**config.mk**
```make
export PLATFORM = sky130hd
export DESIGN_NAME = aes_key_expand_seq
export DESIGN_NICKNAME = d
export VERILOG_FILES = /design/src/rtl/aes_pkg.sv /design/src/rtl/aes_sub_word.sv /design/src/rtl/aes_key_expand_seq.sv
export SDC_FILE = /design/constraint.sdc
export NUM_CORES = 2
export LEC_CHECK = 0
export BUFFER_PORTS_ARGS = -buffer_cell sky130_fd_sc_hd__buf_2
export CORE_ASPECT_RATIO = 1.5
export CORE_MARGIN = 8
export CORE_UTILIZATION = 65
export CTS_BUF_LIST = sky130_fd_sc_hd__clkbuf_4
export DETAILED_ROUTE_END_ITERATION = 7
export PLACE_DENSITY = 0.95
export SETUP_SLACK_MARGIN = 0.2
export SYNTH_ARGS = -nofsm -noshare
export SYNTH_HDL_FRONTEND = slang
export SYNTH_SLANG_ARGS = --single-unit
```
**constraint.sdc**
```tcl
create_clock -name i_clk -period 13.45 [get_ports i_clk]
set_clock_uncertainty 0.2 [all_clocks]
set_input_delay 0.6725 -clock i_clk [delete_from_list [all_inputs] [get_ports i_clk]]
set_output_delay 0.6725 -clock i_clk [all_outputs]
set_load 0.02 [all_outputs]
```
**src/rtl/aes_pkg.sv**
```systemverilog
// Shared definitions for the sequential AES key-schedule engine:
// mode encodings, FSM states, per-mode schedule geometry and GF(2^8) xtime.
package aes_pkg;

    typedef logic [31:0]  word_t;
    typedef logic [127:0] round_key_t;

    // Key-size selector encoding
    localparam logic [1:0] MODE_128     = 2'b00;
    localparam logic [1:0] MODE_192     = 2'b01;
    localparam logic [1:0] MODE_256     = 2'b10;
    localparam logic [1:0] MODE_ILLEGAL = 2'b11;

    // Width of the schedule word counter (holds 0..60 inclusive)
    localparam int WCNT_W = 7;

    typedef enum logic [1:0] {
        ST_IDLE   = 2'd0,
        ST_EXPAND = 2'd1,
        ST_DONE   = 2'd2
    } state_t;

    // Key length in 32-bit words
    function automatic logic [3:0] nk_of(input logic [1:0] mode);
        case (mode)
            MODE_128: nk_of = 4'd4;
            MODE_192: nk_of = 4'd6;
            MODE_256: nk_of = 4'd8;
            default:  nk_of = 4'd8;
        endcase
    endfunction

    // Number of cipher rounds
    function automatic logic [3:0] nr_of(input logic [1:0] mode);
        case (mode)
            MODE_128: nr_of = 4'd10;
            MODE_192: nr_of = 4'd12;
            MODE_256: nr_of = 4'd14;
            default:  nr_of = 4'd14;
        endcase
    endfunction

    // Total schedule words, 4*(Nr+1)
    function automatic logic [WCNT_W-1:0] total_of(input logic [1:0] mode);
        case (mode)
            MODE_128: total_of = 7'd44;
            MODE_192: total_of = 7'd52;
            MODE_256: total_of = 7'd60;
            default:  total_of = 7'd60;
        endcase
    endfunction

    // Multiply by x in GF(2^8), reduction polynomial 0x11B
    function automatic logic [7:0] xtime(input logic [7:0] b);
        xtime = {b[6:0], 1'b0} ^ (b[7] ? 8'h1b : 8'h00);
    endfunction

endpackage

```
**src/rtl/aes_sub_word.sv**
```systemverilog
// SubWord: four parallel AES S-box lookups on a 32-bit word (combinational).
module aes_sub_word
    import aes_pkg::*;
(
    input  word_t i_word,
    output word_t o_word
);

    // S-box flattened MSB-first: entry 0 sits in bits [2047:2040]
    localparam logic [2047:0] SBOX_FLAT = {
        128'h637c777bf26b6fc53001672bfed7ab76,
        128'hca82c97dfa5947f0add4a2af9ca472c0,
        128'hb7fd9326363ff7cc34a5e5f171d83115,
        128'h04c723c31896059a071280e2eb27b275,
        128'h09832c1a1b6e5aa0523bd6b329e32f84,
        128'h53d100ed20fcb15b6acbbe394a4c58cf,
        128'hd0efaafb434d338545f9027f503c9fa8,
        128'h51a3408f929d38f5bcb6da2110fff3d2,
        128'hcd0c13ec5f974417c4a77e3d645d1973,
        128'h60814fdc222a908846eeb814de5e0bdb,
        128'he0323a0a4906245cc2d3ac629195e479,
        128'he7c8376d8dd54ea96c56f4ea657aae08,
        128'hba78252e1ca6b4c6e8dd741f4bbd8b8a,
        128'h703eb5664803f60e613557b986c11d9e,
        128'he1f8981169d98e949b1e87e9ce5528df,
        128'h8ca1890dbfe6426841992d0fb054bb16
    };

    genvar gi;
    generate
        for (gi = 0; gi < 4; gi++) begin : g_byte
            logic [7:0] w_in_byte;
            assign w_in_byte = i_word[8*gi +: 8];
            // Entry x lives at bit offset (255-x)*8, i.e. {~x, 3'b000}
            assign o_word[8*gi +: 8] = SBOX_FLAT[{~w_in_byte, 3'b000} +: 8];
        end
    endgenerate

endmodule

```
**src/rtl/aes_key_expand_seq.sv**
```systemverilog
// Sequential AES-128/192/256 key expansion: one schedule word per clock into
// a word buffer, finished schedule read out through a registered round-key port.
// Bit order: the key's byte 0 occupies i_key[255:248]; in o_rk, the word
// w[4*idx] occupies o_rk[127:96].
module aes_key_expand_seq
    import aes_pkg::*;
#(
    parameter int MAX_WORDS = 60,
    parameter int RK_IDX_W  = 4
) (
    input  logic                i_clk,
    input  logic                i_reset,
    input  logic                i_start,
    input  logic [1:0]          i_mode,
    input  logic [255:0]        i_key,
    output logic                o_ready,
    output logic                o_done,
    output logic                o_err,
    output logic [3:0]          o_nr,
    input  logic [RK_IDX_W-1:0] i_rk_idx,
    output logic [127:0]        o_rk,
    output logic                o_rk_valid
);

    localparam int AW = $clog2(MAX_WORDS);
    localparam int RW = RK_IDX_W + 2;

    // ------------------------------------------------------------------
    // State
    // ------------------------------------------------------------------
    state_t             r_state;
    logic               r_ready;
    logic               r_done;
    logic               r_err;
    logic [3:0]         r_nr;
    logic [1:0]         r_mode;
    logic [WCNT_W-1:0]  r_i;
    logic [2:0]         r_phase;
    logic [7:0]         r_rcon;
    // Last eight generated words, r_win[0] newest: supplies w[i-1] and w[i-Nk]
    word_t              r_win [8];
    word_t              r_buf [MAX_WORDS];
    logic [127:0]       r_rk;
    logic               r_rk_valid;

    // ------------------------------------------------------------------
    // Start decode and key loading
    // ------------------------------------------------------------------
    logic               w_start_ok;
    logic               w_start_bad;
    logic [3:0]         w_in_nk;
    word_t              w_key_word  [8];
    word_t              w_win_load  [8];
    logic [2:0]         w_load_sel  [8];

    assign w_start_ok  = i_start && r_ready && (i_mode != MODE_ILLEGAL);
    assign w_start_bad = i_start && r_ready && (i_mode == MODE_ILLEGAL);
    assign w_in_nk     = nk_of(i_mode);

    genvar gi;
    generate
        for (gi = 0; gi < 8; gi++) begin : g_key
            assign w_key_word[gi] = i_key[255-32*gi -: 32];
            // Window is newest-first, so slot gi takes key word Nk-1-gi
            assign w_load_sel[gi] = 3'(w_in_nk - 4'(gi) - 4'd1);
            assign w_win_load[gi] = (4'(gi) < w_in_nk) ? w_key_word[w_load_sel[gi]] : '0;
        end
    endgenerate

    // ------------------------------------------------------------------
    // Expansion datapath
    // ------------------------------------------------------------------
    logic [3:0]         w_nk;
    logic [2:0]         w_nk_m1;
    logic [WCNT_W-1:0]  w_total;
    word_t              w_prev;
    word_t              w_old;
    word_t              w_rot;
    word_t              w_sub_in;
    word_t              w_sub_out;
    word_t              w_temp;
    word_t              w_new;
    logic               w_phase_zero;
    logic               w_phase_mid;
    logic               w_last_phase;
    logic               w_expand_write;

    assign w_nk         = nk_of(r_mode);
    assign w_nk_m1      = 3'(w_nk - 4'd1);
    assign w_total      = total_of(r_mode);
    assign w_prev       = r_win[0];
    assign w_old        = r_win[w_nk_m1];
    assign w_rot        = {w_prev[23:0], w_prev[31:24]};
    assign w_phase_zero = (r_phase == 3'd0);
    assign w_phase_mid  = (w_nk == 4'd8) && (r_phase == 3'd4);
    assign w_last_phase = (r_phase == w_nk_m1);
    assign w_sub_in     = w_phase_zero ? w_rot : w_prev;
    assign w_expand_write = (r_state == ST_EXPAND) && (r_i != w_total);

    // One S-box bank serves both the phase-0 and the AES-256 phase-4 SubWord
    aes_sub_word u_sub_word (
        .i_word (w_sub_in),
        .o_word (w_sub_out)
    );

    // Select the temp word feeding the xor with w[i-Nk]
    always_comb begin
        w_temp = w_prev;
        if (w_phase_zero) begin
            w_temp = w_sub_out ^ {r_rcon, 24'h000000};
        end else if (w_phase_mid) begin
            w_temp = w_sub_out;
        end
    end

    assign w_new = w_old ^ w_temp;

    // Control FSM: IDLE -> EXPAND -> DONE, with registered status outputs
    always_ff @(posedge i_clk or posedge i_reset) begin
        if (i_reset) begin
            r_state <= ST_IDLE;
            r_ready <= 1'b1;
            r_done  <= 1'b0;
            r_err   <= 1'b0;
            r_nr    <= 4'd0;
            r_mode  <= MODE_128;
            r_i     <= '0;
            r_phase <= 3'd0;
            r_rcon  <= 8'h00;
        end else begin
            r_err <= 1'b0;
            case (r_state)
                ST_IDLE, ST_DONE: begin
                    if (w_start_ok) begin
                        r_state <= ST_EXPAND;
                        r_ready <= 1'b0;
                        r_done  <= 1'b0;
                        r_mode  <= i_mode;
                        r_nr    <= nr_of(i_mode);
                        r_i     <= WCNT_W'(w_in_nk);
                        r_phase <= 3'd0;
                        r_rcon  <= 8'h01;
                    end else if (w_start_bad) begin
                        r_err <= 1'b1;
                    end
                end
                ST_EXPAND: begin
                    if (r_i == w_total) begin
                        // Final word was written on the previous edge
                        r_state <= ST_DONE;
                        r_ready <= 1'b1;
                        r_done  <= 1'b1;
                    end else begin
                        r_i <= r_i + 1'b1;
                        if (w_last_phase) begin
                            r_phase <= 3'd0;
                            r_rcon  <= xtime(r_rcon);
                        end else begin
                            r_phase <= r_phase + 3'd1;
                        end
                    end
                end
                default: begin
                    r_state <= ST_IDLE;
                    r_ready <= 1'b1;
                    r_done  <= 1'b0;
                end
            endcase
        end
    end

    // Sliding window of recent words: load the key, then shift in each new word
    always_ff @(posedge i_clk or posedge i_reset) begin
        if (i_reset) begin
            for (int k = 0; k < 8; k++) begin
                r_win[k] <= '0;
            end
        end else if (w_start_ok) begin
            for (int k = 0; k < 8; k++) begin
                r_win[k] <= w_win_load[k];
            end
        end else if (w_expand_write) begin
            r_win[0] <= w_new;
            for (int k = 1; k < 8; k++) begin
                r_win[k] <= r_win[k-1];
            end
        end
    end

    // Schedule buffer writes (key words on start, one word per expand cycle)
    always_ff @(posedge i_clk) begin
        if (w_start_ok) begin
            for (int j = 0; j < 8; j++) begin
                if (4'(j) < w_in_nk) begin
                    r_buf[j] <= w_key_word[j];
                end
            end
        end else if (w_expand_write) begin
            r_buf[r_i[AW-1:0]] <= w_new;
        end
    end

    // ------------------------------------------------------------------
    // Round-key read port
    // ------------------------------------------------------------------
    logic               w_idx_ok;
    logic               w_rd_ok;
    logic [RW-1:0]      w_rd_base;
    word_t              w_rd_word [4];
    round_key_t         w_rd_key;

    assign w_idx_ok  = (i_rk_idx <= RK_IDX_W'(r_nr));
    // A start accepted this edge retires the old schedule immediately
    assign w_rd_ok   = r_done && w_idx_ok && !w_start_ok;
    assign w_rd_base = w_idx_ok ? {i_rk_idx, 2'b00} : '0;

    generate
        for (gi = 0; gi < 4; gi++) begin : g_rd
            assign w_rd_word[gi] = r_buf[AW'(w_rd_base + RW'(gi))];
        end
    endgenerate

    assign w_rd_key = {w_rd_word[0], w_rd_word[1], w_rd_word[2], w_rd_word[3]};

    // Registered round-key output, zeroed whenever the index is not readable
    always_ff @(posedge i_clk or posedge i_reset) begin
        if (i_reset) begin
            r_rk       <= '0;
            r_rk_valid <= 1'b0;
        end else if (w_rd_ok) begin
            r_rk       <= w_rd_key;
            r_rk_valid <= 1'b1;
        end else begin
            r_rk       <= '0;
            r_rk_valid <= 1'b0;
        end
    end

    assign o_ready    = r_ready;
    assign o_done     = r_done;
    assign o_err      = r_err;
    assign o_nr       = r_nr;
    assign o_rk       = r_rk;
    assign o_rk_valid = r_rk_valid;

endmodule

```
==> results of run 1 <==
[stage by stage]
| step | util, % | area, sq um | setup slack (ns) | hold WS [ns] | instances |
|---|---|---|---|---|---|
| after CTS | 73.6 | 130000 | 4.90 | 0.110 | 11697 |
| after global placement | 67.9 | 120000 | 5.54 | 0.298 | 10411 |
| after detailed placement | 67.9 | 120000 | 4.91 | 0.291 | 10411 |
| after floorplan | - | 116000 | 1.11 | 0.271 | 8200 |
[cell families after synthesis]
logic type,after synthesis,share of synthesized area [%]
xor gates and xnor gates,59,0.587
DFF,2460,62.2
adders and majority gates,39,0.422
muxes,919,15.1
other,1,0.00325
and+or+nand+nor,1886,7.08
AOI/OAI and AO/OA,2032,11.7
buffers and inverters,804,2.94
[cells in the mapped netlist, drive strengths merged, types with 19 or more instances]
| cell type | instances | area [sq um] |
|---|---|---|
| clkbuf | 474 | 1780 |
| o311ai | 54 | 473 |
| o21ai | 450 | 2260 |
| or3 | 19 | 124 |
| o22ai | 45 | 282 |
| nand3 | 93 | 465 |
| and3 | 21 | 131 |
| edfxtp | 2048 | 61500 |
| a21oi | 380 | 1940 |
| a221oi | 102 | 912 |
| buf | 261 | 1350 |
| ha | 39 | 488 |
| nand2 | 1030 | 3870 |
| a31oi | 307 | 1940 |
| inv | 67 | 251 |
| mux2 | 108 | 1230 |
| nor2b | 25 | 156 |
| o31ai | 25 | 198 |
| mux2i | 170 | 1790 |
| dfrtp | 411 | 10300 |
| nor2 | 370 | 1400 |
| nand2b | 26 | 163 |
| and2 | 127 | 795 |
| o211ai | 95 | 718 |
| o311a | 19 | 190 |
| a21o | 23 | 173 |
| mux4 | 641 | 14400 |
| xnor2 | 41 | 498 |
| a211oi | 267 | 2050 |
| nor3 | 113 | 577 |
| a211o | 19 | 175 |
| o221ai | 28 | 251 |
| a311oi | 59 | 517 |
[timing repair]
| action | 4_1_cts |
|---|---|
| gates resized for setup | 0 |
| hold endpoints to repair | 607 |
| hold buffers | 313 |
[routing by layer]
layer	track usage (%)	overflow
met1	64.1	9
met2	83.6	40
met3	48.9	4
met4	63.6	43
met5	27.1	0
==> results.yml, run 1 <==
floorplanning:
  initial_core_util_pct: 65.4
  io_pins: 401
  num_rows: 189
  die_h_um: 532
  die_x_um: 360
placed_design:
  place_hpwl_um: 334000
  gp_congestion: 1.07
  port_buffers: 399
synth:
  netlist_area_sq_um: 116000
  avgSynthCellArea_sq_um: 14.1
  yosys_warnings: 0
  async_flop_share_pct: 16.7
  synth_edf_count: 2048
  ys_seq_elements: 2460
  synth_cell_type_count: 112
  ys.flop_type: "edfxtp_1"
  ys_seq_area_share_pct: 62.2
  syn_nets: 8504
  syn_inst: 8200
clock_tree:
  postCtsSetupBuffers: 0
  numClockSinks: 2460
  h-tree-depth: 6
  cts-buffers-inserted: 558
  root_buffer: "clkbuf_4"
  clock_tree.buffer_depth: 4
run_status:
  stop_error: "[ERROR GRT-0232] Routing congestion too high. Check the congestion heatmap in the GUI."
  status: "did not finish"
  lastStage: "global routing"
global_route:
  grt_use_total_pct: 65.3
  grt_start_max_net_pins: 209
  overflow: 96
==> inputs of run 2 (changes only) <==
--- a/config.mk
+++ b/config.mk
@@ -6,13 +6,10 @@
 export NUM_CORES = 2
 export LEC_CHECK = 0
 export BUFFER_PORTS_ARGS = -buffer_cell sky130_fd_sc_hd__buf_2
-export CORE_ASPECT_RATIO = 1.5
 export CORE_MARGIN = 8
-export CORE_UTILIZATION = 65
-export CTS_BUF_LIST = sky130_fd_sc_hd__clkbuf_4
+export CORE_UTILIZATION = 40
 export DETAILED_ROUTE_END_ITERATION = 7
-export PLACE_DENSITY = 0.95
-export SETUP_SLACK_MARGIN = 0.2
+export PLACE_DENSITY_LB_ADDON = 0.15
 export SYNTH_ARGS = -nofsm -noshare
 export SYNTH_HDL_FRONTEND = slang
 export SYNTH_SLANG_ARGS = --single-unit
==> results.yml, run 2 <==
setup_path:
  r2r_start: "r_phase[0]"
  slowest_delay_ns: 0.77
  arrival_ns: 8.18
  path_cells: "inv_1 -> ha_1 -> buf_4 -> nand2b_4 -> buf_4 -> mux2_2 -> inv_1 -> ha_1 -> inv_1 -> mux2i_1 -> a221oi_1 -> a211oi_1 -> a221oi_1 -> a211oi_1 -> a21oi_1 -> o21ai_1 -> xor2_2 -> inv_2"
  critPathLaunchType: "register"
  crit_path_top_delay_cell: "inv_1"
  cp-startpoint: "r_phase[0]"
  path_max_fanout: 56
  crit_type: "register to register"
  crit_path_frequent_cell: "inv_1"
  crit_required_ns: 13.66
  endpoint_kind: "register"
clock_tree:
  clk_pin_slew_ns: 0.06
  clock_tree.buffer_depth: 4
  postCtsSetupBuffers: 0
  h-tree-depth: 4
  root_buffer: "clkbuf_16"
  cts-buffers-inserted: 242
  cts_tree: "yes"
  numClockSinks: 2460
  clk_latency_ns: 0.91
flow_run:
  drv_cap: 0
global_route:
  antenna_found_initial: 86
  grt_use_total_pct: 31.2
  grt_pass1_vias: 78646
  grt_pass1_wl_um: 675000
  overflow: 0
  grt_start_max_net_pins: 240
sta:
  rsz0062_at_grt: "no"
  tightest_slew_ns: 1.46
  slew_headroom_pct: 2.41
  fmax_mhz: 125
  drv_slew: 0
  finalHoldViolCount: 0
  fin_setup_tns_ns: 0
  period_needed_ns: 7.97
  setup_viol: 0
  post-route-period-util_pct: 59.3
route:
  top_layer_used: "met5"
  wl_per_cell_um: 39.7
  dr_wl_met2_um: 227000
  dr.first_iter.drc_count: 12633
  wl_um: 496000
  drc_errors: 0
  drt-pass1-iter-count: 8
  ant_nets: 0
  via_per_inst: 6.59
  dr_total_vias: 82362
  wl_met1_um: 186000
  dr_wl_met3_um: 44600
synth:
  ys.flop_type: "edfxtp_1"
  synth.most_common_cell: "edfxtp_1"
  ys_seq_area_share_pct: 62.2
  synthTopCellsByArea: "edfxtp_1 (53%), mux4_2 (12%), dfrtp_1 (8.9%), nand2_1 (3.3%), o21ai_0 (1.8%)"
  async_flop_share_pct: 16.7
  syn_inst: 8200
  yosys_warnings: 0
  ys_seq_elements: 2460
  synth_commonest_cells: "edfxtp_1 (2048), nand2_1 (1030), mux4_2 (641)"
  synth_area_leader_cell: "edfxtp_1"
  syn_nets: 8504
  synth_top_area_share_pct: 53.2
  synth_cell_type_count: 112
  netlist_area_sq_um: 116000
  avgSynthCellArea_sq_um: 14.1
  synth_edf_count: 2048
cells_and_area:
  top_register: "r_buf"
  nets: 8778
  largest_register_ff_count: 2048
  final_cell_mix: "edfxtp_1 (2048), nand2_1 (1012), mux4_2 (641), o21ai_0 (424), dfrtp_1 (409)"
  final_common_cell: "edfxtp_1"
  areaGrowthSynthToFinish_pct: 13.2
  drive_above_1_share_pct: 22.4
  final_cell_area_sq_um: 131000
hold_path:
  holdCritStartpoint: "i_key[183]"
  hp-class: "primary input to register"
power_and_ir_drop:
  power.leakage_nw: 41.4
  ir_drop_mv: 0.101
  power_density_nw_per_um2: 120
floorplanning:
  dieArea_sq_um: 306000
  die_h_um: 553
  initial_core_util_pct: 40.2
  num_rows: 197
  core_area_sq_um: 288000
  io_pins: 401
  die_x_um: 553
placed_design:
  gp_congestion: 0.948
  placed_area_sq_um: 122000
  place_hpwl_um: 325000
  port_buffers: 399
run_status:
  status: "completed"
run 2: final timing paths:
kind,cells after the start,slack (ns),endpoint
setup / recovery,18,5.48,r_buf[46][13]
hold / removal,3,0.04,r_buf[2][23]
setup reg to reg,18,5.48,r_buf[46][13]
hold reg to reg,1,0.32,o_nr[3]
max in group asynchronous,5,10.44,o_rk[86]
min in group asynchronous,3,0.24,r_win[196]
run 2: layout make-up:
type / instances / area (sq um)
antenna: 35 / 87.6
inverter: 69 / 269
timing repair buffer: 765 / 5110
clock inverter: 120 / 1120
tap: 3781 / 4730
fill: 25505 / 157000
multi-input combinational: 4936 / 41100
sequential: 2460 / 71800
clock buffer: 324 / 6470
run 2: report_power, final:
group / internal (W) / switching (W)
combinational: 0.000246 / 0.000550
clock: 0.00376 / 0.00293
sequential: 0.00819 / 0.0000124
run 2: critical path, delay by kind of cell (launching register included):
family                   cells  cell delay, ns
XOR/XNOR                     1            0.56
buffers and inverters        6            2.63
flip-flops                   1            0.42
multiplexers                 2            0.94
adder cells (fa/ha/maj)      2            0.85
AND/OR/NAND/NOR              1            0.48
AO/OA/AOI/OAI                6            1.30
run 2: cells by family (layout without fill, tap and decap cells):
group           after synthesis  count (layout)  synth area share [%]
flops                      2460            2460                  62.2
simple gates               1886            1886                  7.08
compound gates             2032            2032                  11.7
other cells                   1              36               0.00325
xor+xnor                     59              59                 0.587
buf+inv                     804            1278                  2.94
mux                         919             919                  15.1
fa+ha+maj                    39              39                 0.422
run 2: metal layers:
metal,track usage [%],up-vias
met5,0,-
met4,19.6,20
met3,5.73,1071
met2,48.6,5194
met1,40.6,43027
li1,-,33050
run 2: repair_timing:
item,CTS,global route
setup endpoints to repair,0,0
hold endpoints to repair,239,0
gates resized for setup,0,0
hold buffers,102,0
run 2: metrics by stage:
step | worst slack, ns | util [%] | std cells | hold WS, ns | total power [W]
3_5_place_dp | 5.69 | 42.4 | 11909 | 0.303 | 0.00913
5_1_grt | 5.33 | 45.4 | 12470 | 0.0160 | 0.0160
6_report | 5.48 | 45.5 | 12490 | 0.0400 | 0.0157
2_1_floorplan | 1.11 | - | 8200 | 0.271 | 0.00873
4_1_cts | 5.67 | 45.4 | 12455 | 0.000684 | 0.0158
3_3_place_gp | 5.74 | 42.4 | 11909 | 0.288 | 0.00912
No activity file was read; power rests on OpenSTA's default activity.
